$ cat src/rtl/gpo_cmd_sequencer_if.sv
// Command/response handshake bundle between a host and the GPO command sequencer.
interface gpo_cmd_sequencer_if;
  logic        i_cmd_valid;
  logic        o_cmd_ready;
  logic [7:0]  i_cmd;
  logic [22:0] i_cmd_data;
  logic        i_abort;
  logic        o_rsp_valid;
  logic        i_rsp_ready;
  logic [31:0] o_rsp_data;
  logic        o_rsp_last;
  logic        o_rsp_err;

  modport slave (
    input  i_cmd_valid, i_cmd, i_cmd_data, i_abort, i_rsp_ready,
    output o_cmd_ready, o_rsp_valid, o_rsp_data, o_rsp_last, o_rsp_err
  );

  modport master (
    output i_cmd_valid, i_cmd, i_cmd_data, i_abort, i_rsp_ready,
    input  o_cmd_ready, o_rsp_valid, o_rsp_data, o_rsp_last, o_rsp_err
  );
endinterface

$ cat src/rtl/gpo_cmd_sequencer.sv
// Drives registerFile GPO with a timed enable strobe, samples GPI, returns it as a response.
// DUMP expands into READ_MEM on, one ADDR_MEM per log word, READ_MEM off.
module gpo_cmd_sequencer #(
  parameter int         NB_ADDR_MEM = 15,
  parameter int         STROBE_CYC  = 2,
  parameter int         SETTLE_CYC  = 2,
  parameter logic [7:0] DUMP_OPCODE = 8'hFF
) (
  input  logic                clk,
  input  logic                i_rst_n,
  gpo_cmd_sequencer_if.slave  bus,
  output logic                o_busy,
  output logic [31:0]         o_gpo,
  input  logic [31:0]         i_gpi
);
  localparam logic [2:0] S_IDLE = 3'd0, S_SETUP = 3'd1, S_STROBE = 3'd2, S_SETTLE = 3'd3,
                         S_CAPTURE = 3'd4, S_RESP = 3'd5, S_ERR_RESP = 3'd6;
  localparam logic [1:0] PH_SINGLE = 2'd0, PH_ON = 2'd1, PH_WORD = 2'd2, PH_OFF = 2'd3;
  localparam logic [7:0] OP_READ_MEM = 8'd5, OP_ADDR_MEM = 8'd6;

  logic [2:0]             state_q, state_d;
  logic [1:0]             ph_q, ph_d;
  logic [7:0]             cnt_q, cnt_d;
  logic [NB_ADDR_MEM:0]   addr_q, addr_d, addr_nxt;
  logic [NB_ADDR_MEM-1:0] last_q, last_d;
  logic                   abort_q, abort_d, abort_eff;
  logic [31:0]            gpo_q, gpo_d;
  logic                   rsp_valid_q, rsp_valid_d, rsp_last_q, rsp_last_d, rsp_err_q, rsp_err_d;
  logic [31:0]            rsp_data_q, rsp_data_d;
  logic                   rdy_en_q;

  function automatic logic [31:0] txn(input logic [7:0] cmd, input logic [22:0] data);
    return {cmd, 1'b0, data};
  endfunction

  assign addr_nxt = addr_q + 1'b1;
  // Abort only means something while a DUMP is in flight.
  assign abort_eff = abort_q | (bus.i_abort & (ph_q != PH_SINGLE));

  always_comb begin
    state_d     = state_q;
    ph_d        = ph_q;
    cnt_d       = cnt_q;
    addr_d      = addr_q;
    last_d      = last_q;
    abort_d     = abort_eff;
    gpo_d       = gpo_q;
    rsp_valid_d = rsp_valid_q;
    rsp_data_d  = rsp_data_q;
    rsp_last_d  = rsp_last_q;
    rsp_err_d   = rsp_err_q;
    case (state_q)
      S_IDLE: begin
        abort_d = 1'b0;
        cnt_d   = 8'd0;
        if (bus.i_cmd_valid && rdy_en_q) begin
          if (bus.i_cmd == DUMP_OPCODE) begin
            ph_d    = PH_ON;
            last_d  = bus.i_cmd_data[NB_ADDR_MEM-1:0];
            addr_d  = '0;
            gpo_d   = txn(OP_READ_MEM, 23'd1);
            state_d = S_SETUP;
          end else if (bus.i_cmd <= 8'd11) begin
            ph_d    = PH_SINGLE;
            gpo_d   = txn(bus.i_cmd, bus.i_cmd_data);
            state_d = S_SETUP;
          end else begin
            rsp_valid_d = 1'b1;
            rsp_err_d   = 1'b1;
            rsp_last_d  = 1'b1;
            rsp_data_d  = 32'd0;
            state_d     = S_ERR_RESP;
          end
        end
      end
      S_SETUP: begin
        gpo_d[23] = 1'b1;
        cnt_d     = 8'd0;
        state_d   = S_STROBE;
      end
      S_STROBE: begin
        if (cnt_q == 8'(STROBE_CYC - 1)) begin
          gpo_d[23] = 1'b0;
          cnt_d     = 8'd0;
          state_d   = S_SETTLE;
        end else cnt_d = cnt_q + 8'd1;
      end
      S_SETTLE: begin
        if (cnt_q == 8'(SETTLE_CYC - 1)) state_d = S_CAPTURE;
        else cnt_d = cnt_q + 8'd1;
      end
      S_CAPTURE: begin
        case (ph_q)
          PH_ON: begin
            state_d = S_SETUP;
            if (abort_eff) begin
              ph_d  = PH_OFF;
              gpo_d = txn(OP_READ_MEM, 23'd0);
            end else begin
              ph_d  = PH_WORD;
              gpo_d = txn(OP_ADDR_MEM, 23'(addr_q));
            end
          end
          PH_OFF: begin
            ph_d    = PH_SINGLE;
            state_d = S_IDLE;
          end
          default: begin
            rsp_valid_d = 1'b1;
            rsp_data_d  = i_gpi;
            rsp_err_d   = 1'b0;
            rsp_last_d  = (ph_q == PH_SINGLE) | (addr_q == {1'b0, last_q}) | abort_eff;
            abort_d     = 1'b0;
            state_d     = S_RESP;
          end
        endcase
      end
      S_RESP: begin
        if (bus.i_rsp_ready) begin
          rsp_valid_d = 1'b0;
          if (ph_q == PH_WORD) begin
            state_d = S_SETUP;
            if (rsp_last_q) begin
              ph_d  = PH_OFF;
              gpo_d = txn(OP_READ_MEM, 23'd0);
            end else begin
              addr_d = addr_nxt;
              gpo_d  = txn(OP_ADDR_MEM, 23'(addr_nxt));
            end
          end else state_d = S_IDLE;
        end
      end
      S_ERR_RESP: begin
        if (bus.i_rsp_ready) begin
          rsp_valid_d = 1'b0;
          state_d     = S_IDLE;
        end
      end
      default: state_d = S_IDLE;
    endcase
  end

  always_ff @(posedge clk or negedge i_rst_n) begin
    if (!i_rst_n) begin
      state_q     <= S_IDLE;
      ph_q        <= PH_SINGLE;
      cnt_q       <= 8'd0;
      addr_q      <= '0;
      last_q      <= '0;
      abort_q     <= 1'b0;
      gpo_q       <= 32'd0;
      rsp_valid_q <= 1'b0;
      rsp_data_q  <= 32'd0;
      rsp_last_q  <= 1'b0;
      rsp_err_q   <= 1'b0;
      rdy_en_q    <= 1'b0;
    end else begin
      state_q     <= state_d;
      ph_q        <= ph_d;
      cnt_q       <= cnt_d;
      addr_q      <= addr_d;
      last_q      <= last_d;
      abort_q     <= abort_d;
      gpo_q       <= gpo_d;
      rsp_valid_q <= rsp_valid_d;
      rsp_data_q  <= rsp_data_d;
      rsp_last_q  <= rsp_last_d;
      rsp_err_q   <= rsp_err_d;
      rdy_en_q    <= 1'b1;
    end
  end

  // Ready stays low through reset and rises one edge after release.
  assign bus.o_cmd_ready = rdy_en_q & (state_q == S_IDLE);
  assign bus.o_rsp_valid = rsp_valid_q;
  assign bus.o_rsp_data  = rsp_data_q;
  assign bus.o_rsp_last  = rsp_last_q;
  assign bus.o_rsp_err   = rsp_err_q;
  assign o_busy          = (state_q != S_IDLE);
  assign o_gpo           = gpo_q;
endmodule

$ cat src/flat_wrapper.sv
// flat-port wrapper written by rule: the top's interface ports become plain ports
module gpo_cmd_sequencer_flat 
#(
  parameter int         NB_ADDR_MEM = 15,
  parameter int         STROBE_CYC  = 2,
  parameter int         SETTLE_CYC  = 2,
  parameter logic [7:0] DUMP_OPCODE = 8'hFF
)
  (clk, i_rst_n, o_busy, o_gpo, i_gpi, bus_i_cmd_valid, bus_i_cmd, bus_i_cmd_data, bus_i_abort, bus_i_rsp_ready, bus_o_cmd_ready, bus_o_rsp_valid, bus_o_rsp_data, bus_o_rsp_last, bus_o_rsp_err);
  gpo_cmd_sequencer_if bus_i ();
  input  logic clk;
  input  logic i_rst_n;
  output logic o_busy;
  output logic [31:0] o_gpo;
  input  logic [31:0] i_gpi;
  input wire logic [$bits(bus_i.i_cmd_valid)-1:0] bus_i_cmd_valid;
  input wire logic [$bits(bus_i.i_cmd)-1:0] bus_i_cmd;
  input wire logic [$bits(bus_i.i_cmd_data)-1:0] bus_i_cmd_data;
  input wire logic [$bits(bus_i.i_abort)-1:0] bus_i_abort;
  input wire logic [$bits(bus_i.i_rsp_ready)-1:0] bus_i_rsp_ready;
  output wire logic [$bits(bus_i.o_cmd_ready)-1:0] bus_o_cmd_ready;
  output wire logic [$bits(bus_i.o_rsp_valid)-1:0] bus_o_rsp_valid;
  output wire logic [$bits(bus_i.o_rsp_data)-1:0] bus_o_rsp_data;
  output wire logic [$bits(bus_i.o_rsp_last)-1:0] bus_o_rsp_last;
  output wire logic [$bits(bus_i.o_rsp_err)-1:0] bus_o_rsp_err;
  assign bus_i.i_cmd_valid = bus_i_cmd_valid;
  assign bus_i.i_cmd = bus_i_cmd;
  assign bus_i.i_cmd_data = bus_i_cmd_data;
  assign bus_i.i_abort = bus_i_abort;
  assign bus_i.i_rsp_ready = bus_i_rsp_ready;
  assign bus_o_cmd_ready = bus_i.o_cmd_ready;
  assign bus_o_rsp_valid = bus_i.o_rsp_valid;
  assign bus_o_rsp_data = bus_i.o_rsp_data;
  assign bus_o_rsp_last = bus_i.o_rsp_last;
  assign bus_o_rsp_err = bus_i.o_rsp_err;
  gpo_cmd_sequencer #(.NB_ADDR_MEM(NB_ADDR_MEM), .STROBE_CYC(STROBE_CYC), .SETTLE_CYC(SETTLE_CYC), .DUMP_OPCODE(DUMP_OPCODE)) u_core (.clk(clk), .i_rst_n(i_rst_n), .bus(bus_i), .o_busy(o_busy), .o_gpo(o_gpo), .i_gpi(i_gpi));
endmodule
$ cat config.mk
export PLATFORM = sky130hd
export DESIGN_NAME = gpo_cmd_sequencer_flat
export DESIGN_NICKNAME = d
export VERILOG_FILES = /design/src/rtl/gpo_cmd_sequencer_if.sv /design/src/rtl/gpo_cmd_sequencer.sv /design/src/flat_wrapper.sv
export SDC_FILE = /design/constraint.sdc
export NUM_CORES = 1
export LEC_CHECK = 0
export CORE_UTILIZATION = 56
export CTS_BUF_LIST = sky130_fd_sc_hd__clkbuf_4 sky130_fd_sc_hd__clkbuf_8
export CTS_CLUSTER_SIZE = 14
export DETAILED_ROUTE_END_ITERATION = 10
export GPL_TIMING_DRIVEN = 0
export PLACE_DENSITY = 0.87
export RECOVER_POWER = 25
export SYNTH_ARGS = -nofsm -noshare
export SYNTH_HDL_FRONTEND = slang
export SYNTH_SLANG_ARGS = --single-unit
$ cat constraint.sdc
create_clock -name clk -period 4 [get_ports clk]
set_clock_uncertainty 0.2 [all_clocks]
set_input_delay 0.6 -clock clk [delete_from_list [all_inputs] [get_ports clk]]
set_output_delay 0.6 -clock clk [all_outputs]
set_load 0.05 [all_outputs]
==> flow_summary.yaml, run 1 <==
global_route:
  busiest_layer: "met2"
  met2_usage_pct: 51.8
  grt_util_met1_pct: 39.0
  grt_pass1_wl_um: 26900
  grt_max_degree: 71
  gr-usage-met3_pct: 8.96
  grt_usage_pct: 31.6
  antenna_found_initial: 0
  overflow: 0
  grt_pass1_vias: 5384
drt:
  drt_iter0_drc: 364
  drc: 0
  avgRoutedWirePerCell_um: 17.8
  viasPerCell: 5.86
  ant_nets: 0
  dr.pass1.iters: 5
  vias: 5403
  routed_wl_um: 16400
sta:
  finalHoldViolCount: 0
  finalWorstPathRequiredPeriod_ns: 2.98
  finalSetupViolCount: 0
  fmax_ghz: 0.335
  relSlewSlack_pct: -13.5
  finalCritPeriodShare_pct: 74.6
  final.setup.worst_slack_ns: 1.02
  rsz0062_at_grt: "false"
  holdWs_ns: 0.306
  drv_slew: 71
  worst_slew_pin_slew_ns: 1.70
power:
  powerDensity_nw_per_um2: 738
  ir_drop_v: 0.000445
  total_leakage_power_nw: 3.47
clock_network:
  clk_path_buf_depth: 2
  clock-sinks: 113
  cts.clk_slew.worst_paths_ns: 0.07
  cts_tree: "built"
  htree_levels: 4
  clk-insertion-delay-late_ns: 0.42
  cts-buffers-inserted: 17
  cts_resized: 0
  cts-root-buf: "clkbuf_8"
synth:
  ys_seq_area_share_pct: 48.4
  synth_flop_cell: "dfrtp_1"
  netlist_area_sq_um: 5840
  synth_edf_count: 0
  syn_nets: 690
  async_reset_ff_share_pct: 100
  ys_warn_count: 0
  synth_cells: 619
  netlist_top_cells_area: "dfrtp_1 48%, o21ai_0 5.5%, nand3_1 4.5%"
  synth.distinct_cells: 66
  netlist.area_leader.share_pct: 48.4
  synth_largest_area_cell: "dfrtp_1"
  syn_area_per_cell_sq_um: 9.43
  ys_ff_latch: 113
worst_setup_path:
  critical_path_peak_fanout: 7
  cp-end-kind: "output port"
  crit_start: "u_core.state_q[0]$_DFFE_PN0P_"
  r2r-start: "u_core.state_q[2]$_DFFE_PN0P_"
  critPathTopFamily: "buffers and inverters"
  crit_chain: "nor3_2, and2_1, clkdlybuf4s50_1"
  arrival_ns: 2.18
  crit_path_max_incr_delay_ns: 0.79
  cp-start-kind: "flop"
  worst-path-buf-inv: 1
  cp_slowest_cell: "clkdlybuf4s50_1"
  path_class: "flop to output port"
  cp.required_ns: 3.20
status:
  status: "complete, but fails checks"
  violations: "max-capacitance violations, max-slew violations"
die:
  die-area_sq_um: 10800
  initial_utilization_pct: 58.7
  fp-row-count: 36
  fp.dieH_um: 104
  io_pins: 137
  core_sq_um: 9950
  fp.dieW_um: 104
layout:
  diodes: 0
  finish.utilization_pct: 78.6
  synthToLayoutAreaGrowth_pct: 34.0
  fillers: 685
  drive_gt1_share_pct: 10.9
  regArea_sq_um: 2830
  multi_input_area_sq_um: 2570
  fin_nets: 847
min_path:
  hold_class: "flop to flop"
  min_from: "u_core.o_gpo[29]$_DFFE_PN0P_"
place:
  finalWeightedCongestion: 0.914
  hpwlAfterDp_um: 11900
  preCtsSetupSlack_ns: 0.803
  portBuffers: 136
job:
  cap_violations: 1
## worst register-to-register path: cells and delay by family (launching register included)
family                 cells  cell delay [ns]
AOI/OAI and AO/OA          3             1.08
buffers and inverters      3             0.79
DFF                        1             0.48
and+or+nand+nor            1             0.06
## what timing repair did
item                      4_1_cts  5_1_grt
setup buffers                   0        0
hold endpoints to repair       36        0
hold buffers                    1        0
## cells in the final DEF, fill, tap and decap left out, types with 18 or more instances in the layout
cell / count
clkdlybuf4s50_1: 135
dfrtp_1: 113
o21ai_0: 64
nor2_1: 53
nand3_1: 53
inv_1: 45
clkbuf_1: 28
a21oi_1: 27
clkbuf_8: 24
nand2_1: 24
xor2_1: 20
mux2_2: 18
## synth_stat cells (4+ instances only)
cell and count:
dfrtp_1 113, o21ai_0 64, nand3_1 53, nor2_1 53, inv_1 45, clkbuf_1 28
a21oi_1 27, nand2_1 24, xor2_1 20, mux2_2 18, o21ai_1 16, nor4_1 10
a222oi_1 9, nor2b_1 9, nor3_1 8, a22o_1 7, a31oi_1 7, buf_2 7
nand2b_1 7, a21o_1 5, a221oi_1 5, and3_1 5, nand4_1 5, buf_6 4
clkbuf_8 4, o31ai_1 4
## cell type report
cell class              instances  share of cell area, %
flip-flops and latches        113                   36.1
well taps                     133                   2.13
repair buffers                138                   17.6
clock buffers                  22                   3.71
clock inverters                10                   2.00
inverters                      47                   2.25
plain buffers                  48                   3.42
multi-input cells             411                   32.8
## path summary, 6_finish.rpt
path	to	slack [ns]	cells past startpoint
min in group asynchronous	u_core.addr_q[12]$_DFFE_PN0P_	0.50	2
hold reg to reg	u_core.o_gpo[29]$_DFFE_PN0P_	0.31	1
setup / recovery	bus_o_cmd_ready	1.02	3
hold / removal	u_core.o_gpo[29]$_DFFE_PN0P_	0.31	1
max in group asynchronous	u_core.addr_q[2]$_DFFE_PN0P_	1.05	3
setup reg to reg	u_core.o_gpo[12]$_DFFE_PN0P_	1.32	7
## report_power, final
part	switching (mW)	leakage [nW]	internal (mW)
Sequential	0.213	1.47	1.46
Clock	0.461	0.229	0.740
Combinational	1.93	1.76	0.982
Total	2.60	3.47	3.18
## kinds of logic (layout without fill, tap and decap cells)
logic type,count (synthesis),after routing,synth area share (%)
xor+xnor,23,23,3.45
compound gates,166,166,18.4
simple gates,200,200,18.0
buf+inv,95,265,7.61
flops,113,113,48.4
mux,18,18,3.47
fa+ha+maj,3,3,0.643
other cells,1,1,0.0642
## flip-flops by register name, indices dropped and copies added (netlist names)
| signal | flops |
|---|---|
| u_core.rdy_en_q | 1 |
| u_core.abort_q | 1 |
| u_core.addr_q | 16 |
| u_core.ph_q | 2 |
| u_core.last_q | 15 |
| u_core.bus.o_rsp_data | 32 |
| u_core.bus.o_rsp_err | 1 |
| u_core.bus.o_rsp_valid | 1 |
| u_core.state_q | 3 |
| u_core.o_gpo | 32 |
| u_core.bus.o_rsp_last | 1 |
| u_core.cnt_q | 8 |
## metrics by stage
| step | TNS, ns | instance area, sq um | cells | total power [mW] |
|---|---|---|---|---|
| floorplan | 0 | 5840 | 619 | 3.58 |
| global placement | -240.38 | 7370 | 888 | 4.51 |
| detailed placement | 0 | 7390 | 889 | 4.57 |
| CTS | 0 | 7850 | 922 | 5.79 |
| global route | 0 | 7830 | 922 | 6.06 |
| finish | 0 | 7830 | 922 | 5.78 |
## metal layers
| layer | up-vias | wire, um |
|---|---|---|
| li1 | 2495 | - |
| met5 | - | 0 |
| met2 | 281 | 7910 |
| met4 | 0 | 420 |
| met3 | 39 | 1500 |
| met1 | 2588 | 6560 |
Power figures use the tool's default switching activity.
==> run 2, diff against run 1 <==
--- a/config.mk
+++ b/config.mk
@@ -5,12 +5,12 @@
 export SDC_FILE = /design/constraint.sdc
 export NUM_CORES = 1
 export LEC_CHECK = 0
-export CORE_UTILIZATION = 56
+export CORE_UTILIZATION = 47
 export CTS_BUF_LIST = sky130_fd_sc_hd__clkbuf_4 sky130_fd_sc_hd__clkbuf_8
 export CTS_CLUSTER_SIZE = 14
 export DETAILED_ROUTE_END_ITERATION = 10
 export GPL_TIMING_DRIVEN = 0
-export PLACE_DENSITY = 0.87
+export PLACE_DENSITY = 0.78
 export RECOVER_POWER = 25
 export SYNTH_ARGS = -nofsm -noshare
 export SYNTH_HDL_FRONTEND = slang
==> constraint.sdc (replaced) <==
create_clock -name clk -period 2.4 [get_ports clk]
set_clock_uncertainty 0.2 [all_clocks]
set_input_delay 0.36 -clock clk [delete_from_list [all_inputs] [get_ports clk]]
set_output_delay 0.36 -clock clk [all_outputs]
set_load 0.05 [all_outputs]
==> flow_summary.yaml, run 2 (synthesis results as in run 1) <==
place:
  preCtsSetupSlack_ns: -0.537
  hpwlAfterDp_um: 11900
  portBuffers: 136
  placed_cells: 924
  finalWeightedCongestion: 0.939
worst_setup_path:
  crit_path_max_incr_delay_ns: 0.86
  worst-path-buf-inv: 1
  arrival_ns: 1.80
  r2r_slack_ns: 0.06
  critical_path_peak_fanout: 7
  cp-end-kind: "output port"
  cp_slowest_cell: "clkdlybuf4s50_1"
  cp-start-kind: "flop"
  reg2reg_depth: 7
  crit_chain: "clkdlybuf4s50_1"
  crit_cells: 1
  critPathTopFamily: "buffers and inverters"
  cp.required_ns: 1.84
  path_class: "flop to output port"
power:
  switching_power_mw: 4.49
  ir_drop_v: 0.000692
  pwr-share-clk_pct: 19.9
  pwr-share-seq_pct: 28.6
  p_int_mw: 5.24
  powerDensity_nw_per_um2: 1210
  comb_power_share_pct: 51.5
  switching_share_pct: 46.2
  total_leakage_power_nw: 3.51
sta:
  rsz0062_at_grt: "true"
  fmax_ghz: 0.424
  finalHoldViolCount: 0
  final.setup.worst_slack_ns: 0.0417
  finalSetupViolCount: 0
  finalCritPeriodShare_pct: 98.3
  worst_slew_pin_slew_ns: 1.11
  setup_tns_ns: 0
  finalWorstPathRequiredPeriod_ns: 2.36
  drv_slew: 0
  holdWs_ns: 0.280
  relSlewSlack_pct: 26.0
drt:
  avgRoutedWirePerCell_um: 17.6
  dr.pass1.iters: 6
  drt_iter0_drc: 429
  viasPerCell: 5.60
  drc: 0
  vias: 5385
  routed_wl_um: 16900
  ant_nets: 0
die:
  core_sq_um: 12100
  io_pins: 137
  die-area_sq_um: 12900
  fp.dieW_um: 113
  fp-row-count: 40
  fp.dieH_um: 113
  initial_utilization_pct: 48.4
clock_network:
  htree_levels: 4
  clk-insertion-delay-late_ns: 0.45
  cts-buffers-inserted: 17
  cts.clk_slew.worst_paths_ns: 0.07
  clock-sinks: 113
  cts_tree: "built"
  cts-root-buf: "clkbuf_8"
  clk_path_buf_depth: 2
layout:
  final_common_cell: "clkdlybuf4s50_1"
  fillers: 951
  drive_gt1_share_pct: 15.1
  layout.cells.non_filler: 961
  diodes: 0
  final_cell_mix: "133 x clkdlybuf4s50_1, 111 x dfrtp_1, 63 x o21ai_0"
  synthToLayoutAreaGrowth_pct: 37.7
  finish.utilization_pct: 66.7
  fin_nets: 851
global_route:
  grt_pass1_wl_um: 26800
  grt_max_degree: 70
  antenna_found_initial: 0
  grt_pass1_vias: 5341
  grt_usage_pct: 27.0
  overflow: 0
min_path:
  hold_depth: 3
  hold_class: "input port to flop"
status:
  status: "finished clean"
job:
  cap_violations: 0
[run 2: cell types whose count changed in the layout (fill, tap and decap cells not counted), sizes merged, moves of 2 or more]
cell	previous run	this run
buf	16	23
clkbuf	56	49
clkdlybuf4s50	135	133
clkinvlp	1	3
inv	47	51
[run 2: repair_timing]
item,in CTS,in global routing
setup buffers,6,6
pin swaps,1,5
hold endpoints to repair,44,0
endpoints found under the setup margin,49,83
resized for setup,12,32
hold buffers,1,0
[run 2: through the flow]
step | area (sq um) | total power [mW]
global placement | 7410 | 7.52
CTS | 7950 | 9.61
finish | 8040 | 9.74
detailed placement | 7440 | 7.62
global route | 8040 | 10.2
floorplan | 5840 | 5.97
[run 2: routing by layer]
| layer | routed length, um | GRT usage [%] | part of all wire (%) |
|---|---|---|---|
| met5 | 0 | 0 | 0 |
| met4 | 451 | 11.3 | 2.7 |
| met3 | 1290 | 7.76 | 7.6 |
| met2 | 8070 | 44.3 | 48 |
| met1 | 7070 | 33.5 | 42 |
[run 2: layout make-up]
class	instances	area [sq um]	area share, %
tap	168	210	2.61
multi-input combinational	411	2670	33.2
clock buffer	18	248	3.08
clock inverter	14	179	2.22
inverter	47	176	2.19
sequential	113	2830	35.2
timing repair buffer	150	1470	18.3
buffer	40	260	3.24
[run 2: power by group through the flow]
stage          clock, mW  sequential, mW  combinational [mW]
2_1_floorplan          0            4.25                1.72
3_3_place_gp           0            2.79                4.73
3_5_place_dp           0            2.80                4.82
4_1_cts             1.96            2.77                4.89
5_1_grt             2.03            2.85                5.35
6_report            1.94            2.78                5.01
[run 2: worst paths after layout]
kind	to	from
setup / recovery	bus_o_rsp_last	u_core.bus.o_rsp_last$_DFFE_PN0P_
hold / removal	u_core.o_gpo[16]$_DFFE_PN0P_	bus_i_cmd_data[16]
setup reg to reg	u_core.addr_q[12]$_DFFE_PN0P_	u_core.state_q[1]$_DFFE_PN0P_
hold reg to reg	u_core.o_gpo[31]$_DFFE_PN0P_	u_core.o_gpo[31]$_DFFE_PN0P_
max in group asynchronous	u_core.cnt_q[0]$_DFFE_PN0P_	i_rst_n
min in group asynchronous	u_core.o_gpo[10]$_DFFE_PN0P_	i_rst_n
==> run 3, diff against run 2 <==
--- a/config.mk
+++ b/config.mk
@@ -5,6 +5,7 @@
 export SDC_FILE = /design/constraint.sdc
 export NUM_CORES = 1
 export LEC_CHECK = 0
+export CAP_MARGIN = 20
 export CORE_UTILIZATION = 47
 export CTS_BUF_LIST = sky130_fd_sc_hd__clkbuf_4 sky130_fd_sc_hd__clkbuf_8
 export CTS_CLUSTER_SIZE = 14
==> flow_summary.yaml, run 3 (synthesis results as in run 1) <==
layout:
  fillers: 951
  finish.utilization_pct: 66.7
  drive_gt1_share_pct: 15.1
  synthToLayoutAreaGrowth_pct: 37.7
  fin_nets: 851
  diodes: 0
  final_cell_mix: "133 x clkdlybuf4s50_1, 111 x dfrtp_1, 63 x o21ai_0"
  final_common_cell: "clkdlybuf4s50_1"
die:
  die-area_sq_um: 12900
  core_sq_um: 12100
  initial_utilization_pct: 48.4
  fp.dieW_um: 113
  fp.dieH_um: 113
  fp-row-count: 40
  io_pins: 137
sta:
  drv_slew: 0
  worst_slew_pin_slew_ns: 1.11
  finalCritPeriodShare_pct: 98.3
  finalHoldViolCount: 0
  finalWorstPathRequiredPeriod_ns: 2.36
  finalSetupViolCount: 0
  relSlewSlack_pct: 26.0
  holdWs_ns: 0.280
  fmax_ghz: 0.424
  rsz0062_at_grt: "true"
power:
  comb_power_share_pct: 51.5
  pwr-share-clk_pct: 19.9
  pwr-share-seq_pct: 28.6
  powerDensity_nw_per_um2: 1210
  switching_power_mw: 4.49
  ir_drop_v: 0.000692
  total_leakage_power_nw: 3.51
  switching_share_pct: 46.2
  p_int_mw: 5.24
  power_mw: 9.74
drt:
  m1WireLength_um: 7070
  vias: 5385
  routed_wl_um: 16900
  met2_length_um: 8070
  dr_wl_met3_um: 1290
  ant_nets: 0
  top_layer_used: "met4"
  viasPerCell: 5.60
  dr.pass1.iters: 6
  drt_iter0_drc: 429
  avgRoutedWirePerCell_um: 17.6
  drc: 0
clock_network:
  clk-insertion-delay-late_ns: 0.45
  htree_levels: 4
  cts-buffers-inserted: 17
  clock-sinks: 113
  clk_path_buf_depth: 2
  cts.clk_slew.worst_paths_ns: 0.07
  cts-root-buf: "clkbuf_8"
  cts_tree: "built"
job:
  cap_violations: 0
worst_setup_path:
  cp-end-kind: "output port"
  arrival_ns: 1.80
  path_class: "flop to output port"
  crit_path_max_incr_delay_ns: 0.86
  crit_start: "u_core.bus.o_rsp_last$_DFFE_PN0P_"
  crit_chain: "clkdlybuf4s50_1"
  cp-start-kind: "flop"
  r2r-start: "u_core.state_q[1]$_DFFE_PN0P_"
  cp.required_ns: 1.84
  cp_slowest_cell: "clkdlybuf4s50_1"
  worst-path-buf-inv: 1
  critPathTopFamily: "buffers and inverters"
  critical_path_peak_fanout: 7
global_route:
  grt_max_degree: 70
  grt_usage_pct: 27.0
  overflow: 0
  grt_pass1_wl_um: 26800
  grt_pass1_vias: 5341
  antenna_found_initial: 0
min_path:
  hold_class: "input port to flop"
  min_from: "bus_i_cmd_data[16]"
place:
  portBuffers: 136
  finalWeightedCongestion: 0.939
  hpwlAfterDp_um: 11900
status:
  status: "finished clean"
[run 3: cell counts in the layout (fill, tap and decap cells not counted)]
No cell type changed its count.
[run 3: final timing paths]
| kind | end | slack (ns) | cells past startpoint |
|---|---|---|---|
| min reg2reg | u_core.o_gpo[31]$_DFFE_PN0P_ | 0.31 | 1 |
| min | u_core.o_gpo[16]$_DFFE_PN0P_ | 0.28 | 3 |
| max | bus_o_rsp_last | 0.04 | 1 |
| min in group asynchronous | u_core.o_gpo[10]$_DFFE_PN0P_ | 0.46 | 2 |
| max reg2reg | u_core.addr_q[12]$_DFFE_PN0P_ | 0.06 | 7 |
| max in group asynchronous | u_core.cnt_q[0]$_DFFE_PN0P_ | 0.33 | 3 |
[run 3: what timing repair did]
action | CTS | global route
hold buffers | 1 | 0
hold endpoints to repair | 44 | 0
endpoints found under the setup margin | 49 | 83
setup buffers | 6 | 6
pin swaps | 1 | 5
gates resized for setup | 12 | 32
[run 3: routing by layer]
layer  global-route usage, %  vias to the layer above
li1                        -                     2508
met1                    33.5                     2579
met2                    44.3                      258
met3                    7.76                       40
met4                    11.3                        0
met5                       0                        -
[run 3: metrics by stage]
step	cells	TNS [ns]	area [sq um]	setup slack [ns]
floorplan	619	0	5840	0.212
global placement	923	-417.71	7410	-3.49
detailed placement	924	-27.45	7440	-0.537
CTS	962	0	7950	0.00307
global route	961	-0.177	8040	-0.0569
finish	961	0	8040	0.0417
[run 3: area by class of cell]
class / count / area [sq um] / area share (%)
Clock inverter: 14 / 179 / 2.22
Clock buffer: 18 / 248 / 3.08
Multi-Input combinational cell: 411 / 2670 / 33.2
Timing Repair Buffer: 150 / 1470 / 18.3
Buffer: 40 / 260 / 3.24
Sequential cell: 113 / 2830 / 35.2
Inverter: 47 / 176 / 2.19
Tap cell: 168 / 210 / 2.61
[run 3: power groups by stage]
stage | registers (mW) | clock network (mW) | logic, mW
after floorplan | 4.25 | 0 | 1.72
after global placement | 2.79 | 0 | 4.73
after CTS | 2.77 | 1.96 | 4.89
final | 2.78 | 1.94 | 5.01
after global routing | 2.85 | 2.03 | 5.35
after detailed placement | 2.80 | 0 | 4.82
